$ cat config.mk
export PLATFORM = sky130hd
export DESIGN_NAME = serial_subtractor
export DESIGN_NICKNAME = d
export VERILOG_FILES = /design/src/rtl/serial_subtractor_pkg.sv /design/src/rtl/serial_subtractor_full_sub.sv /design/src/rtl/serial_subtractor.sv
export SDC_FILE = /design/constraint.sdc
export NUM_CORES = 1
export LEC_CHECK = 0
export CAP_MARGIN = 10
export CORE_ASPECT_RATIO = 1.2
export CORE_MARGIN = 2
export CORE_UTILIZATION = 40
export DETAILED_ROUTE_END_ITERATION = 8
export GPL_TIMING_DRIVEN = 0
export HOLD_SLACK_MARGIN = 0.1
export PLACE_DENSITY_LB_ADDON = 0.15
export SYNTH_ARGS = -nofsm -noshare
export SYNTH_HDL_FRONTEND = slang
export SYNTH_SLANG_ARGS = --single-unit
$ cat constraint.sdc
create_clock -name clk -period 1.6 [get_ports clk]
set_input_delay 0.48 -clock clk [delete_from_list [all_inputs] [get_ports clk]]
set_output_delay 0.48 -clock clk [all_outputs]
set_load 0.1 [all_outputs]
$ cat src/rtl/serial_subtractor_pkg.sv
// Shared definitions for the serial subtractor: FSM state encoding and a
// single-bit full-subtract reference function.
package sub_pkg;

    typedef enum logic [1:0] {
        S_IDLE = 2'd0,
        S_RUN  = 2'd1,
        S_DONE = 2'd2
    } state_t;

    // Returns {diff, bout} for x - y - bin.
    function automatic logic [1:0] full_sub_bit(input logic x, input logic y, input logic bin);
        logic d;
        logic b;
        d = x ^ y ^ bin;
        b = (~x & y) | (~(x ^ y) & bin);
        return {d, b};
    endfunction

endpackage

$ cat src/rtl/serial_subtractor_full_sub.sv
// One-bit full subtractor built from two half-subtract stages whose borrows
// are ORed together.
module full_sub (
    output logic Diff,
    output logic Bout,
    input  logic X,
    input  logic Y,
    input  logic Bin
);

    logic d1;
    logic b1;
    logic b2;

    assign d1   = X ^ Y;
    assign b1   = ~X & Y;
    assign Diff = d1 ^ Bin;
    assign b2   = ~d1 & Bin;
    assign Bout = b1 | b2;

endmodule

$ cat src/rtl/serial_subtractor.sv
// Multi-cycle subtractor: retires BITS_PER_CYC bits of X - Y - Bin per clock
// through a chain of full_sub cells, carrying the borrow in a register.
import sub_pkg::*;

module serial_subtractor #(
    parameter int WIDTH        = 8,
    parameter int BITS_PER_CYC = 1
) (
    input  logic             clk,
    input  logic             rst_n,
    input  logic             start,
    input  logic [WIDTH-1:0] X,
    input  logic [WIDTH-1:0] Y,
    input  logic             Bin,
    output logic             busy,
    output logic             done,
    output logic [WIDTH-1:0] Diff,
    output logic             Bout,
    output logic             Zero,
    output state_t           state_dbg
);

    localparam int STEPS = WIDTH / BITS_PER_CYC;
    localparam int CW    = $clog2(STEPS + 1);

    generate
        if (WIDTH < 1 || BITS_PER_CYC < 1 || (WIDTH % BITS_PER_CYC) != 0) begin : g_bad_params
            $error("serial_subtractor: BITS_PER_CYC must divide WIDTH");
        end
    endgenerate

    state_t              state;
    logic [CW-1:0]       cnt;
    logic [WIDTH-1:0]    x_sh;
    logic [WIDTH-1:0]    y_sh;
    logic [WIDTH-1:0]    res_sh;
    logic                bor_q;
    logic [BITS_PER_CYC:0]   chain;
    logic [BITS_PER_CYC-1:0] dbits;
    logic [WIDTH-1:0]    res_next;

    assign chain[0] = bor_q;

    for (genvar i = 0; i < BITS_PER_CYC; i++) begin : g_cells
        full_sub u_fs (
            .Diff (dbits[i]),
            .Bout (chain[i+1]),
            .X    (x_sh[i]),
            .Y    (y_sh[i]),
            .Bin  (chain[i])
        );
    end

    // New difference bits enter at the MSB end so the result is aligned after STEPS shifts.
    assign res_next  = (res_sh >> BITS_PER_CYC) | (WIDTH'(dbits) << (WIDTH - BITS_PER_CYC));
    assign state_dbg = state;

    // Handshake: start is a request sampled only in IDLE or DONE (taken there, no
    // acknowledge beyond busy rising); done is a one-cycle strobe marking Diff/Bout/Zero
    // valid, which then hold until the following op completes.
    always_ff @(posedge clk or negedge rst_n) begin
        if (!rst_n) begin
            state  <= S_IDLE;
            busy   <= 1'b0;
            done   <= 1'b0;
            Diff   <= '0;
            Bout   <= 1'b0;
            Zero   <= 1'b0;
            cnt    <= '0;
            x_sh   <= '0;
            y_sh   <= '0;
            res_sh <= '0;
            bor_q  <= 1'b0;
        end else begin
            done <= 1'b0;
            case (state)
                S_IDLE, S_DONE: begin
                    if (start) begin
                        x_sh  <= X;
                        y_sh  <= Y;
                        bor_q <= Bin;
                        cnt   <= '0;
                        state <= S_RUN;
                        busy  <= 1'b1;
                    end else begin
                        state <= S_IDLE;
                        busy  <= 1'b0;
                    end
                end
                S_RUN: begin
                    x_sh   <= x_sh >> BITS_PER_CYC;
                    y_sh   <= y_sh >> BITS_PER_CYC;
                    res_sh <= res_next;
                    bor_q  <= chain[BITS_PER_CYC];
                    cnt    <= cnt + 1'b1;
                    if (cnt == CW'(STEPS - 1)) begin
                        state <= S_DONE;
                        busy  <= 1'b0;
                        done  <= 1'b1;
                        Diff  <= res_next;
                        Bout  <= chain[BITS_PER_CYC];
                        Zero  <= (res_next == '0) && !chain[BITS_PER_CYC];
                    end
                end
                default: begin
                    state <= S_IDLE;
                    busy  <= 1'b0;
                end
            endcase
        end
    end

endmodule

Yosys cells after proc, flatten, opt, wreduce, memory -nomap -nowiden

Index checks and enable logic that the tools add are counted.

Memories: 0
Register bits: 43
Logic and storage cells: 49
Input port bits: 20
Latch bits: 0
Memory bits (read-only): 0
Output and inout bits: 14
RAM bits: 0

Div/mod/pow operators: 0
Reductions and logical operators: 8
Add/sub/neg operators: 1
Equal/unequal tests: 5
Multiplexer cells: 16
Order comparisons: 0
Shift operators: 0
Bitwise logic cells: 8
$mul: 0

Operators by type and width:

| kind                                                                  | number |
|---|---|
| 8-bit one-hot mux with 2 select lines                                 | 2 |
| 8-bit 2-to-1 mux                                                      | 2 |
| 8-bit zero test                                                       | 1 |
| 7-bit by 8-bit OR with 8-bit output                                   | 1 |
| 4-bit one-hot mux with 2 select lines                                 | 1 |
| 1-bit 2-to-1 mux                                                      | 6 |
| 4-bit by 1-bit adder with 4-bit output, second input constant         | 1 |
| 4-bit by 3-bit equality test with 1-bit output, second input constant | 1 |
| 4-bit 2-to-1 mux                                                      | 1 |
| 2-bit inequality test, second input constant                          | 2 |
| 1-bit one-hot mux with 2 select lines                                 | 2 |
| 2-bit one-hot mux with 2 select lines                                 | 1 |
| 2-bit AND reduction                                                   | 2 |
| 1-bit AND                                                             | 2 |
| 2-bit by 1-bit equality test with 1-bit output, second input constant | 1 |
| 2-bit equality test, second input constant                            | 1 |
| 2-bit zero test                                                       | 1 |
| 2-bit 2-to-1 mux                                                      | 1 |
| 1-bit inverter                                                        | 2 |
| 2-bit nonzero test                                                    | 1 |
| 2-bit OR reduction                                                    | 1 |
| 1-bit XOR                                                             | 2 |
| 1-bit logical AND                                                     | 1 |
| 1-bit zero test                                                       | 1 |
| 1-bit OR                                                              | 1 |

Longest topological paths before layout

Gate-level depths: netlist of run 1.

Depth in word-level cells: 6
Gate-level depth with buffers: 5
Depth with buffers taken out: 4

Cells and area by module

From an unflattened synthesis of run 1, not the netlist that was laid out.

Cell total of the unflattened synthesis: 122
Area, all modules: 1,746.7 um^2

By module, submodules not included:

| module            | sequential area each (um^2) | cells an instance | times used | area an instance (um^2) |
|---|---|---|---|---|
| serial_subtractor | 1,026.0                     | 118               | 1          | 1,715.4 |
| full_sub          | 0.0                         | 4                 | 1          | 31.3 |

Worst setup path before layout of run 1

OpenSTA, ideal clock, no wires.

Kind: reg-to-reg
Start point: reg busy (netlist name)
End point: reg Diff[0]
Buffers on the path: 0
Path slack: -401 ps
Required time: 1,475 ps
Stages on the path, launching flop included: 4
Arrival time: 1,875 ps
Clock period less this slack: 2,001 ps
Setup time: 125 ps
Cells stage by stage: dfrtp_1 > nand2b_1 > nor2_4 > mux2_2

RTL lines:

| element              | RTL line                 | source |
|---|---|---|
| end signal, assigned | serial_subtractor.sv:100 | `Diff <= res_next;` |
| end, declared        | serial_subtractor.sv:17  | `output logic [WIDTH-1:0] Diff,` |

Worst setup path in the final report of run 1

Start point: reg x_sh[0]
End point: reg Zero

Elaborated cells between the ends (all ways): 11
Classes of those cells: bitwise (8); reduce/logical (3)

RTL lines:

| element                             | RTL line                         | source |
|---|---|---|
| start, declared                     | serial_subtractor.sv:34          | `logic [WIDTH-1:0] x_sh;` |
| start signal, assigned              | serial_subtractor.sv:91          | `x_sh <= x_sh >> BITS_PER_CYC;` |
| 1-bit XOR                           | serial_subtractor_full_sub.sv:15 | `assign d1 = X ^ Y;` |
| 1-bit XOR                           | serial_subtractor_full_sub.sv:17 | `assign Diff = d1 ^ Bin;` |
| named net dbits                     | serial_subtractor.sv:39          | `logic [BITS_PER_CYC-1:0] dbits;` |
| 7-bit by 8-bit OR with 8-bit output | serial_subtractor.sv:55          | `assign res_next = (res_sh >> BITS_PER_CYC) \| (WIDTH'(dbits) << (WIDTH - BITS_PER_CYC));` |
| 8-bit zero test                     | serial_subtractor.sv:102         | `Zero <= (res_next == '0) && !chain[BITS_PER_CYC];` |
| 1-bit logical AND                   | serial_subtractor.sv:102         |  |
| end signal, assigned                | serial_subtractor.sv:102         |  |
| end, declared                       | serial_subtractor.sv:19          | `output logic Zero,` |

The timed path passes the listed nets, and every way through them passes these cells.
A chain may end at the register's enable or synchronous reset.

==> impl_results.md, run 1 <==
* Sinks on Clock Net at 41
* Maximum number of pins on one net before global-route repair at 42
* Placement-stage cell area at 2120 um^2
* H-tree depth at 2
* Highest attainable clock frequency at 634 MHz
* # rows at 26
* Number of DRC violations after detailed routing at 0
* Number of antenna repair diodes at 0
* WL per Instance at 13.6 um
* Routed via count divided by cell count at 4.99
* Clock tree buffer depth at 2
* RSZ-0062 raised after global routing: true
* Outcome: finished clean
* Number of nets in the layout at 208
* Required time at the worst-slack endpoint at 1.81 ns
* Vias in the first global route at 1197
* FILL cells at 365
* Flops & latches, synth at 41
* Remaining number of nets flagged by the antenna check after routing at 0
* Clock latency at the later pin of the worst-skew pair at 0.29 ns
* Cells after synthesis at 139
* Via count at 1213
* Sequential fraction of the synthesis area at 59.6%
* Commonest non-fill, non-tap cells in the layout: sky130_fd_sc_hd__dfrtp_1, sky130_fd_sc_hd__nand2_1, sky130_fd_sc_hd__clkdlybuf4s50_1
* Post-synth net total at 161
* CP endpoint kind: flip-flop
* Initial DRC Count at 69
* Ratio of final minimum period to clock period at 98.6%
* Final Routed Wirelength at 3300 um
* Most common cell after layout, fill and taps aside: sky130_fd_sc_hd__dfrtp_1
* Final setup vio count at 0
* Class of the most critical hold timing path: in2async
* Startpoint Class: flip-flop
* Highest fanout seen on the critical path at 2
* Final instance area at 2260 um^2
* Initial cell density of the core at 41.0%
* Worst Setup Slack post-DPL at -0.510 ns
* First-pass GRT wire length at 5480 um
* Core ar. at 4200 um^2
* Worst-case clock skew at 0.00494 ns
* Die boundary width at 63.9 um
* Slew Viols, Final at 0
* Total clock buffers created by CTS at 5
* Clock transition at the registers of the reported paths at 0.08 ns
* Post-DP HPWL at 2270 um
* Post-route setup slack at 0.0216 ns
* Layout Cells excl Fill at 243
* Global placer's final weighted congestion at 0.743
* Min Clock Period, post-route at 1.58 ns
* Average instance area after synthesis at 12.4 um^2
* Number of distinct standard cells referenced by the synthesized netlist at 29
* Max-slew headroom at 40.7%
* GR Util All Layers at 15.0%
* CTS tree: done
* Vert. Die Dim at 75.8 um
* # port buffers at 33
* Antenna violations before repair at 0
* Ys Warns at 0
* Cell total after placement at 228
* Start-to-end type of the worst setup path: reg2reg
* Area Growth Syn to Fin at 31.6%
* Layout cells sized above 1 at 27.3%
* Final hold violation count at 0
* Maxcap violations at 0
* I/O pin count at 34
* Root buffer cell: sky130_fd_sc_hd__clkbuf_8
* Area of the mapped netlist at 1720 um^2
* Area enclosed by the die boundary at 4840 um^2
* Slew at the pin with the worst max-slew slack at 0.889 ns
* CTS Hold Buffers Added at 0
* First-pass iteration count of the detailed router at 4
* Overflow after GRT at 0
* Data arrival, critical path at 1.79 ns
==> worst paths after layout <==
kind	startpoint	slack, ns	cells after the start	end
worst min-delay path	rst_n	0.31	1	Diff[0]$_DFFE_PN0P_
min in group clk	x_sh[6]$_DFFE_PN0P_	0.48	1	x_sh[6]$_DFFE_PN0P_
worst max-delay path	x_sh[0]$_DFFE_PN0P_	0.02	3	Zero$_DFFE_PN0P_
worst max register to register	x_sh[0]$_DFFE_PN0P_	0.02	3	Zero$_DFFE_PN0P_
max in group asynchronous	rst_n	0.65	1	state_dbg[1]$_DFFE_PN0P_
worst min register to register	x_sh[6]$_DFFE_PN0P_	0.48	1	x_sh[6]$_DFFE_PN0P_
==> worst max-delay path: stages (launching register included) <==
cell                      delay, ns
sky130_fd_sc_hd__dfrtp_1       0.40
sky130_fd_sc_hd__fa_1          0.47
sky130_fd_sc_hd__or4_1         0.51
sky130_fd_sc_hd__o22ai_1       0.11
==> Yosys cell counts <==
master | number | area share (%)
sky130_fd_sc_hd__dfrtp_1 | 41 | 60
sky130_fd_sc_hd__nand2_1 | 21 | 4.6
sky130_fd_sc_hd__a22o_1 | 17 | 8.7
sky130_fd_sc_hd__a21o_1 | 14 | 6.1
sky130_fd_sc_hd__mux2_2 | 8 | 5.2
sky130_fd_sc_hd__nor2_1 | 4 | 0.87
sky130_fd_sc_hd__buf_2 | 3 | 0.87
sky130_fd_sc_hd__buf_4 | 3 | 1.3
sky130_fd_sc_hd__inv_1 | 3 | 0.65
sky130_fd_sc_hd__a221o_1 | 2 | 1.2
sky130_fd_sc_hd__mux2i_1 | 2 | 1.2
sky130_fd_sc_hd__nand2b_1 | 2 | 0.73
sky130_fd_sc_hd__nor2_4 | 2 | 1.3
sky130_fd_sc_hd__nor2b_1 | 2 | 0.73
sky130_fd_sc_hd__and2b_1 | 1 | 0.44
sky130_fd_sc_hd__buf_6 | 1 | 0.65
sky130_fd_sc_hd__clkbuf_1 | 1 | 0.22
sky130_fd_sc_hd__fa_1 | 1 | 1.2
sky130_fd_sc_hd__ha_1 | 1 | 0.73
sky130_fd_sc_hd__nand3_1 | 1 | 0.29
sky130_fd_sc_hd__nand3b_1 | 1 | 0.44
sky130_fd_sc_hd__nand4_1 | 1 | 0.36
sky130_fd_sc_hd__nor3_1 | 1 | 0.29
sky130_fd_sc_hd__nor4_1 | 1 | 0.36
sky130_fd_sc_hd__o21ai_0 | 1 | 0.29
sky130_fd_sc_hd__o22ai_1 | 1 | 0.36
sky130_fd_sc_hd__o31ai_1 | 1 | 0.44
sky130_fd_sc_hd__or4_1 | 1 | 0.44
sky130_fd_sc_hd__xnor2_1 | 1 | 0.51
==> flip-flops by register name, summed over array words and instances, names as in the netlist <==
register	cells
Bout	1
Diff	8
Zero	1
bor_q	1
busy	1
cnt	4
done	1
res_sh	7
state_dbg	1
x_sh	8
y_sh	8
==> layout make-up <==
type / count / area [um^2] / share of cell area, %
Multi-Input combinational cell: 87 / 652 / 28.8
Timing Repair Buffer: 40 / 340 / 15.0
Inverter: 3 / 11.3 / 0.498
Clock inverter: 1 / 5.00 / 0.221
Buffer: 8 / 55.1 / 2.43
Tap cell: 56 / 70.1 / 3.10
Clock buffer: 7 / 96.3 / 4.26
Sequential cell: 41 / 1030 / 45.7
==> timing repair <==
action                                  in CTS  in global routing
resized for setup                           75                 10
setup buffers                                3                  4
endpoints found under the setup margin      23                 12
pin swaps                                    4                  4
==> routing by layer <==
metal	global-route usage [%]	wire, um	vias up
met2	26.6	1620	39
met4	5.07	33	0
met1	17.5	1470	587
met3	4.43	172	3
li1	-	-	584
met5	0	0	-
==> kinds of logic (layout without fill, tap and decap cells) <==
family / count (synthesis) / in the layout / synth area share [%]
AOI/OAI and AO/OA: 36 / 36 / 17.0
xor gates and xnor gates: 1 / 1 / 0.509
adders and majority gates: 2 / 2 / 1.89
buffers and inverters: 11 / 59 / 3.71
DFF: 41 / 41 / 59.6
muxes: 10 / 10 / 6.40
and+or+nand+nor: 38 / 38 / 10.8
==> stage by stage <==
stage                     utilization (%)  hold WS (ns)  setup TNS, ns
after detailed placement             50.6         0.467          -8.51
after CTS                            52.4         0.342        -0.0109
after floorplan                         -         0.184              0
after global routing                 53.9         0.378         -0.108
after global placement               50.7         0.456         -46.30
final                                53.9         0.313              0
Power of run 1 is not shown: default switching activity piles up to over one toggle a cycle in this logic, so the estimate is an artifact.
==> run 2: changes to the inputs <==
--- a/config.mk
+++ b/config.mk
@@ -7,7 +7,6 @@
 export LEC_CHECK = 0
 export CAP_MARGIN = 10
 export CORE_ASPECT_RATIO = 1.2
-export CORE_MARGIN = 2
 export CORE_UTILIZATION = 40
 export DETAILED_ROUTE_END_ITERATION = 8
 export GPL_TIMING_DRIVEN = 0
==> impl_results.md, run 2 (same netlist as run 1, synthesis figures left out) <==
* Commonest non-fill, non-tap cells in the layout: sky130_fd_sc_hd__dfrtp_1, sky130_fd_sc_hd__nand2_1, sky130_fd_sc_hd__clkdlybuf4s50_1 (unchanged)
* Sinks on Clock Net at 41 (unchanged)
* CTS tree: done (unchanged)
* Routed via count divided by cell count at 5.06 (was 4.99)
* Class of the most critical hold timing path: in2async (unchanged)
* H-tree depth at 2 (unchanged)
* Initial cell density of the core at 42.6% (was 41.0%)
* I/O pin count at 34 (unchanged)
* Core ar. at 4040 um^2 (was 4200 um^2)
* Slew Viols, Final at 0 (unchanged)
* Total clock buffers created by CTS at 5 (unchanged)
* Overflow after GRT at 0 (unchanged)
* Start-to-end type of the worst setup path: reg2reg (unchanged)
* Vert. Die Dim at 73.8 um (was 75.8 um)
* Min Clock Period, post-route at 1.59 ns (was 1.58 ns)
* Die boundary width at 61.9 um (was 63.9 um)
* Max-slew headroom at 40.2% (was 40.7%)
* Root buffer cell: sky130_fd_sc_hd__clkbuf_8 (unchanged)
* Ratio of final minimum period to clock period at 99.3% (was 98.6%)
* Final setup vio count at 0 (unchanged)
* Final Routed Wirelength at 3360 um (was 3300 um)
* Clock latency at the later pin of the worst-skew pair at 0.29 ns (about the same)
* Most common cell after layout, fill and taps aside: sky130_fd_sc_hd__dfrtp_1 (unchanged)
* Antenna violations before repair at 0 (unchanged)
* CTS Hold Buffers Added at 0 (unchanged)
* # rows at 25 (was 26)
* Post-DP HPWL at 2350 um (was 2270 um)
* Critical Path, Cell by Cell: inv_2 -> fa_1 -> or4_1 -> o22ai_1 (was fa_1 -> or4_1 -> o22ai_1)
* RSZ-0062 raised after global routing: true (unchanged)
* Clock tree buffer depth at 2 (unchanged)
* Startpoint Class: flip-flop (unchanged)
* Data arrival, critical path at 1.81 ns (was 1.79 ns)
* GR Util All Layers at 16.5% (was 15.0%)
* Largest stage delay on the critical path at 0.53 ns (was 0.51 ns)
* First-pass GRT wire length at 5430 um (was 5480 um)
* Number of DRC violations after detailed routing at 0 (unchanged)
* Global placer's final weighted congestion at 0.744 (was 0.743)
* FILL cells at 361 (was 365)
* Initial DRC Count at 27 (was 69)
* Via count at 1220 (was 1213)
* Largest registers: Diff x8, x_sh x8, y_sh x8 (unchanged)
* Outcome: finished clean (unchanged)
* WL per Instance at 14.0 um (was 13.6 um)
* Final hold violation count at 0 (unchanged)
* Area Growth Syn to Fin at 32.8% (was 31.6%)
* Clock transition at the registers of the reported paths at 0.08 ns (about the same)
* Required time at the worst-slack endpoint at 1.82 ns (was 1.81 ns)
* Number of antenna repair diodes at 0 (unchanged)
* # port buffers at 33 (unchanged)
* Remaining number of nets flagged by the antenna check after routing at 0 (unchanged)
* Number of nets in the layout at 208 (unchanged)
* Vias in the first global route at 1209 (was 1197)
* CP endpoint kind: flip-flop (unchanged)
* Worst-case clock skew at 0.00475 ns (was 0.00494 ns)
* Crit path max-delay cell type: sky130_fd_sc_hd__or4_1 (unchanged)
* Layout cells sized above 1 at 28.3% (was 27.3%)
* First-pass iteration count of the detailed router at 4 (unchanged)
* Maximum number of pins on one net before global-route repair at 42 (unchanged)
* Slew at the pin with the worst max-slew slack at 0.897 ns (was 0.889 ns)
* Highest fanout seen on the critical path at 2 (unchanged)
* Highest attainable clock frequency at 630 MHz (was 634 MHz)
* Post-route setup slack at 0.0116 ns (was 0.0216 ns)
* Area enclosed by the die boundary at 4570 um^2 (was 4840 um^2)
* Maxcap violations at 0 (unchanged)
* Worst Setup Slack post-DPL at -0.498 ns (was -0.510 ns)
-- run 2: changes by cell type in the layout (fill, tap and decap cells not counted), moves of 2 or more --
cell	change
sky130_fd_sc_hd__clkbuf_8	-2
sky130_fd_sc_hd__bufinv_16	+2
sky130_fd_sc_hd__clkbuf_4	+2
sky130_fd_sc_hd__buf_2	-2
sky130_fd_sc_hd__mux2_2	+5
sky130_fd_sc_hd__mux2_4	-5
-- run 2: path summary, 6_finish.rpt --
check / startpoint / endpoint / slack (ns) / depth (start not counted)
worst min register to register: y_sh[3]$_DFFE_PN0P_ / y_sh[3]$_DFFE_PN0P_ / 0.48 / 1
worst max register to register: bor_q$_DFFE_PN0P_ / Zero$_DFFE_PN0P_ / 0.01 / 4
min in group clk: y_sh[3]$_DFFE_PN0P_ / y_sh[3]$_DFFE_PN0P_ / 0.48 / 1
worst max-delay path: bor_q$_DFFE_PN0P_ / Zero$_DFFE_PN0P_ / 0.01 / 4
max in group asynchronous: rst_n / busy$_DFFE_PN0P_ / 0.63 / 1
worst min-delay path: rst_n / res_sh[1]$_DFFE_PN0P_ / 0.30 / 1
-- run 2: repair_timing --
item	in CTS	in global routing
setup buffers	3	4
pin swaps	2	1
setup endpoints to repair	24	13
gates resized for setup	75	9
cloned	0	0
-- run 2: critical path, delay by kind of cell (launching register included) --
family          cells  cell delay, ns
buf+inv             1            0.06
simple gates        1            0.53
flops               1            0.39
compound gates      1            0.12
fa+ha+maj           1            0.42
-- run 2: layer usage --
metal / GRT usage (%) / routed length [um] / vias to the layer above
met5: 0 / 0 / -
met4: 5.19 / 38 / 0
met3: 5.46 / 152 / 4
met2: 28.3 / 1750 / 28
met1: 19.2 / 1430 / 608
li1: - / - / 580
-- run 2: cell type report --
class | instances | area, um^2 | share of cell area (%)
Inverter | 3 | 11.3 | 0.493
Multi-Input combinational cell | 87 | 634 | 27.8
Buffer | 8 | 58.8 | 2.57
Timing Repair Buffer | 40 | 345 | 15.1
Clock buffer | 5 | 68.8 | 3.01
Clock inverter | 3 | 65.1 | 2.85
Sequential cell | 41 | 1030 | 45.2
Tap cell | 54 | 67.6 | 2.96
-- run 2: metrics by stage --
step	util [%]	cells	hold slack (ns)	TNS (ns)	cell area, um^2
after CTS	55.3	237	0.335	-0.000731	2230
final	56.6	241	0.301	0	2280
after global routing	56.6	241	0.370	-0.176	2280
after detailed placement	52.6	226	0.470	-8.58	2120
after floorplan	-	139	0.184	0	1730
after global placement	52.7	226	0.453	-46.08	2130
Power of run 2 is left out for the same reason.
